File: src/rtl/gpu_pkg.sv
// Shared GPU definitions: coordinate/address widths, point-buffer depth and
// the point-reader state encoding used by the rasterizer and memory blocks.
package gpu_pkg;

  localparam int unsigned CW    = 4;
  localparam int unsigned AW    = 8;
  localparam int unsigned DEPTH = 201;

  localparam logic [1:0] StIdle  = 2'd0;
  localparam logic [1:0] StRead  = 2'd1;
  localparam logic [1:0] StDrain = 2'd2;
  localparam logic [1:0] StDone  = 2'd3;

endpackage

File: src/rtl/point_skid_fifo.sv
// Two-entry FIFO holding x/y coordinate pairs between the point buffer read
// port and the streaming output.
module point_skid_fifo #(
  parameter int unsigned CW = gpu_pkg::CW
) (
  input  logic          c,
  input  logic          rst,
  input  logic          push,
  input  logic [CW-1:0] push_x,
  input  logic [CW-1:0] push_y,
  input  logic          pop,
  output logic [CW-1:0] head_x,
  output logic [CW-1:0] head_y,
  output logic          full,
  output logic          empty,
  output logic [1:0]    level
);

  logic [CW-1:0] x_q [2];
  logic [CW-1:0] y_q [2];
  logic          wr_q;
  logic          rd_q;
  logic [1:0]    level_q;
  logic          push_ok;
  logic          pop_ok;

  assign full    = (level_q == 2'd2);
  assign empty   = (level_q == 2'd0);
  assign level   = level_q;
  assign push_ok = push && !full;
  assign pop_ok  = pop && !empty;
  assign head_x  = x_q[rd_q];
  assign head_y  = y_q[rd_q];

  // Storage needs no reset; it is only observed while non-empty.
  always_ff @(posedge c) begin
    if (push_ok) begin
      x_q[wr_q] <= push_x;
      y_q[wr_q] <= push_y;
    end
  end

  always_ff @(posedge c) begin
    if (rst) begin
      wr_q    <= 1'b0;
      rd_q    <= 1'b0;
      level_q <= 2'd0;
    end else begin
      if (push_ok) wr_q <= ~wr_q;
      if (pop_ok)  rd_q <= ~rd_q;
      case ({push_ok, pop_ok})
        2'b10:   level_q <= level_q + 2'd1;
        2'b01:   level_q <= level_q - 2'd1;
        default: level_q <= level_q;
      endcase
    end
  end

endmodule

File: src/rtl/point_reader.sv
// Streams a burst of points from the point buffer's synchronous read port to a
// valid/ready output, keeping at most two points buffered or in flight.
module point_reader #(
  parameter int unsigned CW    = gpu_pkg::CW,
  parameter int unsigned AW    = gpu_pkg::AW,
  parameter int unsigned DEPTH = gpu_pkg::DEPTH
) (
  input  logic          c,
  input  logic          rst,
  input  logic          start,
  input  logic [AW-1:0] base,
  input  logic [AW-1:0] count,
  output logic          busy,
  output logic          done,
  output logic          mem_rd_en,
  output logic [AW-1:0] mem_addr,
  input  logic [CW-1:0] mem_x,
  input  logic [CW-1:0] mem_y,
  output logic [CW-1:0] px,
  output logic [CW-1:0] py,
  output logic          pvalid,
  input  logic          pready
);

  import gpu_pkg::*;

  localparam logic [AW-1:0] LastAddr = AW'(DEPTH - 1);

  logic [1:0]    state_q, state_d;
  logic [AW-1:0] addr_q, addr_d;
  logic [AW-1:0] rd_left_q, rd_left_d;
  logic [AW-1:0] xfer_left_q, xfer_left_d;
  logic          rd_valid_q;
  logic [AW-1:0] base_wrapped;
  logic [2:0]    in_use;
  logic          xfer;

  logic          fifo_push;
  logic          fifo_pop;
  logic          fifo_full;
  logic          fifo_empty;
  logic [1:0]    fifo_level;
  logic [CW-1:0] head_x;
  logic [CW-1:0] head_y;

  assign base_wrapped = AW'(32'(base) % DEPTH);

  // Credit: points sitting in the FIFO plus the read whose data lands this cycle.
  assign in_use    = {1'b0, fifo_level} + {2'b00, rd_valid_q};
  assign mem_rd_en = (state_q == StRead) && !fifo_full && (in_use < 3'd2);
  assign mem_addr  = addr_q;

  // Returning data is presented directly when the FIFO is empty, so a point
  // can leave in the same cycle it arrives.
  assign pvalid = !fifo_empty || rd_valid_q;
  assign px     = !fifo_empty ? head_x : (rd_valid_q ? mem_x : '0);
  assign py     = !fifo_empty ? head_y : (rd_valid_q ? mem_y : '0);
  assign xfer   = pvalid && pready;

  assign fifo_push = rd_valid_q && !(fifo_empty && pready);
  assign fifo_pop  = xfer && !fifo_empty;

  assign busy = (state_q != StIdle);
  assign done = (state_q == StDone);

  always_comb begin
    state_d     = state_q;
    addr_d      = addr_q;
    rd_left_d   = rd_left_q;
    xfer_left_d = xfer_left_q;
    if (xfer) xfer_left_d = xfer_left_q - AW'(1);
    unique case (state_q)
      StIdle: begin
        if (start) begin
          addr_d      = base_wrapped;
          rd_left_d   = count;
          xfer_left_d = count;
          state_d     = (count == '0) ? StDone : StRead;
        end
      end
      StRead: begin
        if (mem_rd_en) begin
          rd_left_d = rd_left_q - AW'(1);
          // Keep the final address on the bus once the last read is issued.
          if (rd_left_q == AW'(1)) begin
            state_d = StDrain;
          end else begin
            addr_d = (addr_q == LastAddr) ? '0 : addr_q + AW'(1);
          end
        end
      end
      StDrain: begin
        if (xfer && (xfer_left_q == AW'(1))) state_d = StDone;
      end
      StDone: begin
        state_d = StIdle;
      end
      default: begin
        state_d = StIdle;
      end
    endcase
  end

  always_ff @(posedge c) begin
    if (rst) begin
      state_q     <= StIdle;
      addr_q      <= '0;
      rd_left_q   <= '0;
      xfer_left_q <= '0;
      rd_valid_q  <= 1'b0;
    end else begin
      state_q     <= state_d;
      addr_q      <= addr_d;
      rd_left_q   <= rd_left_d;
      xfer_left_q <= xfer_left_d;
      rd_valid_q  <= mem_rd_en;
    end
  end

  point_skid_fifo #(
    .CW (CW)
  ) u_fifo (
    .c      (c),
    .rst    (rst),
    .push   (fifo_push),
    .push_x (mem_x),
    .push_y (mem_y),
    .pop    (fifo_pop),
    .head_x (head_x),
    .head_y (head_y),
    .full   (fifo_full),
    .empty  (fifo_empty),
    .level  (fifo_level)
  );

endmodule

File: config.mk
export PLATFORM = sky130hd
export DESIGN_NAME = point_reader
export DESIGN_NICKNAME = d
export VERILOG_FILES = /design/src/rtl/gpu_pkg.sv /design/src/rtl/point_skid_fifo.sv /design/src/rtl/point_reader.sv
export SDC_FILE = /design/constraint.sdc
export NUM_CORES = 1
export LEC_CHECK = 0
export ABC_AREA = 1
export BUFFER_PORTS_ARGS = -buffer_cell sky130_fd_sc_hd__buf_2
export CAP_MARGIN = 20
export CORE_ASPECT_RATIO = 0.7
export CORE_MARGIN = 5
export CORE_UTILIZATION = 57
export CTS_CLUSTER_DIAMETER = 30
export DETAILED_ROUTE_END_ITERATION = 10
export PLACE_DENSITY = 0.8
export SYNTH_ARGS = -nofsm -noshare
export SYNTH_HDL_FRONTEND = slang
export SYNTH_SLANG_ARGS = --single-unit
File: constraint.sdc
create_clock -name c -period 1.8 [get_ports c]
set_input_delay 0.18 -clock c [delete_from_list [all_inputs] [get_ports c]]
set_output_delay 0.18 -clock c [all_outputs]
set_load 0.02 [all_outputs]
* Word-level counts from Yosys, hierarchy flattened
Memories as Yosys holds them, arrays and structs flattened. A register that Yosys moved wholly into a read port is not among the register bits. Index checks and enable logic that the tools add are counted.
Word-level totals: memory bits (writable) 16, memories kept 2, register bits 31, logic and storage cells 84, output and inout port bits 20, input bits 28
Operators by class: bitwise gates (word level) 2, mux-type cells 28, add/sub/neg operators 6, reduce and logical (&&, ||, !) cells 22, divide/modulo/power cells 1, equal/unequal tests 14, order comparisons 1
Memories:
- u_fifo.x_q | depth 2, width 4, rd ports 1, clocked after Yosys merged registers in 1, write ports 1, line point_skid_fifo.sv:19 | logic [CW-1:0] x_q [2];
- u_fifo.y_q | depth 2, width 4, rd ports 1, clocked after Yosys merged registers in 1, write ports 1, line point_skid_fifo.sv:20 | logic [CW-1:0] y_q [2];
Operator list (number):
- $mux W8 | 9
- $mod A8 B8 Y32 const B | 1
- $pmux W8 S2 | 2
- $eq A8 B1 Y1 const B | 2
- $mux W4 | 4
- $sub A8 B1 Y8 const B | 2
- $mux W2 | 5
- $logic_and A1 B1 Y1 | 9
- $add A8 B1 Y8 const B | 1
- $eq A2 B2 Y1 const B | 4
- $eq A8 B8 Y1 const B | 1
- $logic_not A8 Y1 | 1
- $ne A2 B2 Y1 const B | 4
- $pmux W2 S4 | 1
- $reduce_and A4 Y1 | 2
- $mux W1 | 6
- $reduce_bool A2 Y1 | 3
- $eq A2 B1 Y1 const B | 2
- $logic_not A2 Y1 | 2
- $pmux W2 S2 | 1
- $add A2 B1 Y3 | 1
- $logic_not A1 Y1 | 3
- $lt A3 B2 Y1 const B | 1
- $reduce_and A3 Y1 | 1
- 5 further kinds | 6

* Longest topological paths before layout
Gate-level depths: netlist of run 1.
word-level depth 8, gate-level depth with buffers 13, mapped depth without buffers 13

* By module
Synthesis of run 1 repeated with hierarchy kept, for this count alone.
Second synthesis, totals: cell total of the unflattened synthesis 435, area, all modules 3146.8 µm²
Modules (own cells, without submodules):
- point_reader | area each 2308.5 µm², times used 1, seq. area each 540.5 µm², cells an instance 370
- point_skid_fifo | area each 838.3 µm², times used 1, seq. area each 580.6 µm², cells an instance 65

* Least setup slack after synthesis of run 1
OpenSTA, ideal clock, no wires.
path kind register to register, start register state_q[0], end register addr_q[7] (netlist: mem_addr[7]), required time 1.683 ns, setup time 0.117 ns, buffers on the path 1, period minus slack after synthesis 1.573 ns, path slack 0.227 ns, data arrival time 1.456 ns, stages on the path, launching flop included 10, cell sequence dfxtp_1 inv_1 ha_1 inv_2 or2_4 nand2_2 o21bai_4 buf_6 nor2_1 a21oi_1
On the way: cells in the longest elaborated chain, start to end 5, elaborated cells between the ends (all ways) 10, those cells by class 4 x eq/ne; 1 x mux; 5 x reduce/logical
Ends and longest elaborated chain:
- start, declared | line point_reader.sv:29 | logic [1:0] state_q, state_d;
- start signal, assigned | line point_reader.sv:106 | state_q <= StIdle;
- start signal, assigned | line point_reader.sv:112 | state_q <= state_d;
- $eq A2 B1 Y1 | line point_reader.sv:50, point_reader.sv:72
- $logic_and A1 B1 Y1 (2 in a row) | line point_reader.sv:50 | assign mem_rd_en = (state_q == StRead) && !fifo_full && (in_use < 3'd2);
- $ne A2 B2 Y1 (no source line)
- $reduce_and A4 Y1 (no source line)
- end signal, assigned | line point_reader.sv:113 | addr_q <= addr_d;
- end, declared | line point_reader.sv:30 | logic [AW-1:0] addr_q, addr_d;
Several ways; a longest one is shown, not always the timed one. A chain may end at the register's enable or synchronous reset.

* Worst setup path after layout of run 1
start register u_fifo.level_q[1] (netlist: u_fifo.level[1]), end output py[1]
On the way: cells in the longest elaborated chain, start to end 2
Ends and longest elaborated chain:
- start, declared | line point_skid_fifo.sv:23 | logic [1:0] level_q;
- start signal, assigned | line point_skid_fifo.sv:52 | 2'b10: level_q <= level_q + 2'd1;
- start signal, assigned | line point_skid_fifo.sv:53 | 2'b01: level_q <= level_q - 2'd1;
- start signal, assigned | line point_skid_fifo.sv:54 | default: level_q <= level_q;
- $logic_not A2 Y1 | line point_skid_fifo.sv:28 | assign empty = (level_q == 2'd0);
- $mux W4 | line point_reader.sv:57 | assign py = !fifo_empty ? head_y : (rd_valid_q ? mem_y : '0);
- end, declared | line point_reader.sv:20 | output logic [CW-1:0] py,
No other way between the ends.

==> reports/qor.yml, run 1 <==
status: "completed"
finalCritPeriodShare_pct: 92.5
antenna_cells: 0
fillerInstances: 461
r2r-end: "mem_addr[2]"
start_util_pct: 60.4
p_int_uw: 2670
grt_pass1_vias: 2606
drt_wl_total_um: 7050
clock_skew_ns: 0.00430
dr.pass1.iters: 6
place_area_um2: 3270
cts.sinks: 48
hold_class: "input port to flip-flop"
critical_path_class: "flip-flop to output port"
grt_setup_unrepaired: "no"
period_minus_slack_ns: 1.67
post-dp-hpwl_um: 5370
first_iter_violations: 170
p_comb_share_pct: 50.9
ys_seq_area_share_pct: 38.0
fin_area_um2: 3400
clock_latency_ns: 0.31
dieArea_um2: 6740
grt_pass1_wl_um: 12200
cts_setup_buffers: 0
synthesis.nets: 465
power.density_nw_per_um2: 1440
io_pins: 48
coreArea_um2: 4890
sw_frac_of_total_pct: 45.6
port_buffers: 47
viasPerCell: 5.25
synth_area_um2: 2950
die_h_um: 70.2
fin_tns_setup_ns: 0
drtAntennaViolNets: 0
cap_violations: 0
min_from: "mem_y[1]"
avgSynthCellArea_um2: 6.96
wire_per_inst_um: 13.0
setup_viol: 0
drc: 0
path_max_fanout: 16
rr_worst_depth: 9
synthCells: 424
pwr-share-seq_pct: 33.0
yosysWarnings: 0
numCtsBuffers: 5
ir_drop_mv: 0.876
p_leak_uw: 0.00164
r2r-start: "state_q[0]"
fin_cells: 544
p_clk_share_pct: 16.1
grt_antenna_before_repair: 0
grt_remaining_overflow: 0
relSlewSlack_pct: 63.1
mostFrequentLayoutCells: "88 x nand2_1, 64 x nor2_1, 55 x inv_1"
arrival_ns: 1.49
tightest_slew_ns: 0.553
whs_path_depth: 1
nets: 515
grt_usage_pct: 22.5
drive_above_1_share_pct: 18.3
power.switching_uw: 2230
hold_path_end: "u_fifo.y_q[0][1]"
vias: 2855
die_w_um: 96.0
max_freq_mhz: 600
grt_max_degree: 20
cts_tree: "done"
critPathLaunch: "u_fifo.level[1]"
gp_congestion: 0.866
ys_ff_latch: 48
critPathCaptureType: "output port"
ff2ff_setup_slack_ns: 0.18
mostFrequentLayoutCell: "nand2_1"
cts_buffer_depth: 2
clk_pin_slew_ns: 0.09
final_hold_viol_count: 0
yosysUniqueCellTypes: 34
dp_cells: 536
cts_root_buf: "clkbuf_8"
drv_slew: 0
htreeDepth: 2
required_ns: 1.62
rows: 21
area_delta_synth_final_pct: 15.0
worstSetupStartpointType: "flip-flop"
stage by stage:
| stage | utilization (%) | total power [uW] | hold slack (ns) | setup slack [ns] |
|---|---|---|---|---|
| detailed placement | 66.9 | 4060 | 0.387 | 0.105 |
| global placement | 66.9 | 3970 | 0.387 | 0.182 |
| finish | 69.5 | 4900 | 0.0704 | 0.135 |
| global route | 69.5 | 5340 | 0.0547 | 0.00439 |
| floorplan | - | 3480 | 0.279 | 0.227 |
| CTS | 69.2 | 4870 | 0.0628 | 0.0829 |
how the worst max path moves through the flow:
stage               slack, ns  depth (start not counted)               to
CTS                      0.08                          4            py[1]
detailed placement       0.10                          8  u_fifo.level[1]
global placement         0.18                         13      mem_addr[4]
global route            0.004                         10      mem_addr[1]
floorplan                0.23                          9      mem_addr[7]
finish                   0.13                          4            py[1]
power groups by stage:
stage / clock network (uW) / logic [uW] / registers, uW
after floorplan: 0 / 1840 / 1630
after global placement: 0 / 2360 / 1620
after detailed placement: 0 / 2430 / 1630
after CTS: 813 / 2460 / 1600
after global routing: 865 / 2830 / 1650
final: 790 / 2490 / 1620
synth_stat cells (all sizes together):
| master | count | share of area, % |
|---|---|---|
| nand2 | 91 | 12 |
| nor2 | 68 | 9.1 |
| inv | 61 | 7.8 |
| o21ai | 36 | 6.6 |
| nand3 | 33 | 5.8 |
| dfxtp | 32 | 22 |
| a21oi | 28 | 4.7 |
| edfxtp | 16 | 16 |
| ha | 13 | 5.5 |
| clkbuf | 7 | 0.89 |
| o31ai | 7 | 1.8 |
| nand4 | 6 | 1.3 |
| buf | 5 | 1.2 |
| xor2 | 5 | 1.5 |
| a31oi | 4 | 0.85 |
| nor3 | 4 | 0.68 |
| or2 | 3 | 0.72 |
| a211oi | 1 | 0.42 |
| nand3b | 1 | 0.25 |
| o21bai | 1 | 0.64 |
| o22ai | 1 | 0.21 |
| xnor2 | 1 | 0.30 |
critical path, cell delays in order (launching register included):
cell,delay [ns]
dfxtp_1,0.43
nor2_4,0.06
buf_4,0.19
o31ai_1,0.29
buf_2,0.22
cell type report:
type / count / area [um^2] / share of cell area, %
clock buffer: 5 / 68.8 / 2.03
clock inverter: 3 / 42.5 / 1.25
inverter: 61 / 229 / 6.74
multi-input combinational: 303 / 1550 / 45.6
sequential: 48 / 1120 / 33.1
tap: 69 / 86.3 / 2.54
timing repair buffer: 55 / 295 / 8.70
cells by family (layout without fill, tap and decap cells):
| logic type | Yosys count | in the layout | synth area share [%] |
|---|---|---|---|
| AND/OR/NAND/NOR | 206 | 206 | 29.6 |
| AO/OA/AOI/OAI | 78 | 78 | 15.3 |
| buffers and inverters | 73 | 124 | 9.88 |
| flip-flops | 48 | 48 | 38.0 |
| adder cells (fa/ha/maj) | 13 | 13 | 5.51 |
| XOR/XNOR | 6 | 6 | 1.78 |
flip-flops by register name, indices dropped and copies added (netlist names), named ones only:
signal        count
mem_addr          8
state_q           2
rd_left_q         8
u_fifo.rd_q       1
u_fifo.wr_q       1
u_fifo.level      2
xfer_left_q       8
u_fifo.x_q        8
rd_valid_q        1
u_fifo.y_q        8
layer usage:
| metal | vias to the layer above | GRT usage, % | wire length, um |
|---|---|---|---|
| met5 | - | 0 | 0 |
| met4 | 0 | 5.84 | 108 |
| met3 | 14 | 5.15 | 470 |
| met2 | 96 | 33.9 | 3120 |
| met1 | 1271 | 32.3 | 3350 |
| li1 | 1474 | - | - |
timing repair:
action / in CTS / in global routing
hold buffers: 0 / 0
resized for setup: 0 / 9
setup endpoints to repair: 0 / 16
Note: power is estimated with default switching activity, not from simulation.
==> run 2, diff against run 1 <==
Settings changed: CELL_PAD_IN_SITES_DETAIL_PLACEMENT set to 1, CELL_PAD_IN_SITES_GLOBAL_PLACEMENT set to 2, CORE_UTILIZATION 57 to 31, PLACE_DENSITY 0.8 to not set, PLACE_DENSITY_LB_ADDON set to 0.1.
==> reports/qor.yml, run 2 (synthesized netlist as in run 1, its figures left out) <==
max_freq_mhz: 573  # -4.6%
ff2ff_setup_slack_ns: 0.17  # about the same
wire_per_inst_um: 14.2  # +9.9%
ir_drop_mv: 0.487  # -44%
drc: 0  # unchanged
clock_skew_ns: 0.00291  # -0.00139 ns
grt_pass1_wl_um: 14400  # +18%
period_minus_slack_ns: 1.75  # +0.0809 ns
p_leak_uw: 0.00171  # +4.1%
required_ns: 1.62  # about the same
worstSetupStartpointType: "flip-flop"
path_delay_family: "buffers and inverters"
critPathSlowestCell: "dfxtp_2"
clk_pin_slew_ns: 0.07  # -0.02 ns
cp_common_cell: "buf_4"
grt_antenna_before_repair: 0  # unchanged
post-dp-hpwl_um: 6870  # +28%
worstSetupEndpoint: "px[2]"
first_iter_violations: 76  # -55%
cp.depth: 6  # +2
clock_latency_ns: 0.29  # -0.02 ns
critical_path_class: "flip-flop to output port"
r2r-start: "state_q[1]"
finalCritPeriodShare_pct: 97.0  # +4.5 points
die_w_um: 127  # +32%
power.density_nw_per_um2: 1470  # +1.6%
ff_latch_area_um2: 1120  # -0.11%
die_h_um: 91.6  # +31%
start_util_pct: 32.2  # -28 points
arrival_ns: 1.57  # +0.08 ns
cts.sinks: 48  # unchanged
numCtsBuffers: 5  # unchanged
fin_tns_setup_ns: 0  # unchanged
fin_ws_ns: 0.0537  # -0.0809 ns
grt_setup_unrepaired: "yes"
grt_max_degree: 20  # unchanged
mostFrequentLayoutCells: "88 x nand2_1, 64 x nor2_1, 55 x inv_1"
setup_viol: 0  # unchanged
mostFrequentLayoutCell: "nand2_1"
vias: 2899  # +1.5%
dieArea_um2: 11600  # +72%
grt_pass1_vias: 2803  # +7.6%
final_hold_viol_count: 0  # unchanged
dr.pass1.iters: 4  # -2
cts_buffer_depth: 2  # unchanged
grt_usage_pct: 15.3  # -7.2 points
multi_input_area_um2: 1560  # +0.89%
gp_congestion: 0.784  # -9.5%
htreeDepth: 2  # unchanged
coreArea_um2: 9180  # +88%
hold_class: "input port to flip-flop"
nets: 525  # +1.9%
r2r-end: "mem_addr[1]"
critPathCaptureType: "output port"
crit_path_max_incr_delay_ns: 0.35  # -0.08 ns
cp_num_buf_inv: 3  # +1
cts_tree: "done"
fillerInstances: 1190  # +160%
viasPerCell: 4.76  # -9.3%
dp_slack_ns: 0.0971  # -0.00785 ns
drt_wl_total_um: 8680  # +23%
area_delta_synth_final_pct: 22.0
cap_violations: 0  # unchanged
worstPathCellList: "nor2_4 -> buf_4 -> buf_4 -> nand3_1 -> o31ai_4 -> buf_4"
drive_above_1_share_pct: 20.0  # +1.7 points
cts_root_buf: "clkbuf_16"
rows: 29  # +38%
status: "completed"
relSlewSlack_pct: 57.1  # -6.0 points
rr_worst_depth: 10  # +1
path_max_fanout: 8  # -8
port_buffers: 47  # unchanged
critPathLaunch: "u_fifo.level[1]"
io_pins: 48  # unchanged
tightest_slew_ns: 0.643  # +0.0906 ns
antenna_cells: 0  # unchanged
drv_slew: 0  # unchanged
grt_remaining_overflow: 0  # unchanged
drtAntennaViolNets: 0  # unchanged
-- run 2: cell types whose count changed in the layout (fill, tap and decap cells not counted), moves of 2 or more --
cell       change
o21ai_0        +2
o21ai_1        -2
clkbuf_16      +5
clkbuf_8       -5
o31ai_1        -2
buf_4         +10
-- run 2: area by class of cell --
class,instances,share of cell area [%]
inverters,61,6.36
flip-flops and latches,48,31.2
clock buffers,5,3.48
repair buffers,65,10.7
clock inverters,3,0.521
well taps,124,4.31
multi-input cells,303,43.4
-- run 2: repair_timing --
action / 4_1_cts / 5_1_grt
pin swaps: 0 / 1
endpoints found under the setup margin: 3 / 19
buffers inserted: 0 / 2
hold buffers: 0 / 0
gates resized for setup: 2 / 7
-- run 2: per-layer routing --
layer  routed length [um]  part of all wire (%)  track usage (%)  vias to the layer above
li1                     -                     -                -                     1494
met1                 4820                    56             24.0                     1351
met2                 3380                    39             20.9                       48
met3                  397                   4.6             3.25                        6
met4                   80                  0.92             4.29                        0
met5                    0                     0                0                        -
-- run 2: power by group --
group	switching, uW	internal [uW]
Clock	433	511
Sequential	237	1380
Combinational	1720	997
Total	2390	2890
-- run 2: how the worst min path moves through the flow --
| stage | startpoint | to | slack [ns] | cells past startpoint |
|---|---|---|---|---|
| after floorplan | mem_x[0] | u_fifo.x_q[0][0] | 0.28 | 0 |
| after global placement | mem_y[2] | u_fifo.y_q[1][2] | 0.39 | 1 |
| after detailed placement | mem_x[2] | u_fifo.x_q[0][2] | 0.39 | 1 |
| after CTS | mem_x[2] | u_fifo.x_q[1][2] | 0.08 | 1 |
| after global routing | mem_x[2] | u_fifo.x_q[0][2] | 0.09 | 1 |
| final | mem_y[1] | u_fifo.y_q[0][1] | 0.09 | 1 |
-- run 2: worst register-to-register path, cell delays in order, from the launching register on --
cell and delay (ns):
dfxtp_1 0.37, inv_1 0.08, ha_1 0.26, buf_4 0.17, nand2_1 0.07, nand2_2 0.07
o21bai_4 0.24, nor2_1 0.12, nand2_1 0.06, nand2_1 0.07, inv_1 0.04
-- run 2: through the flow --
| step | area (um^2) | total power (uW) | hold slack, ns | utilization (%) | instances |
|---|---|---|---|---|---|
| 6_report | 3600 | 5280 | 0.0870 | 39.2 | 609 |
| 3_5_place_dp | 3400 | 4250 | 0.394 | 37.0 | 599 |
| 5_1_grt | 3600 | 5760 | 0.0851 | 39.2 | 609 |
| 2_1_floorplan | 2950 | 3480 | 0.279 | - | 424 |
| 3_3_place_gp | 3400 | 4220 | 0.390 | 37.0 | 599 |
| 4_1_cts | 3550 | 5210 | 0.0850 | 38.6 | 607 |
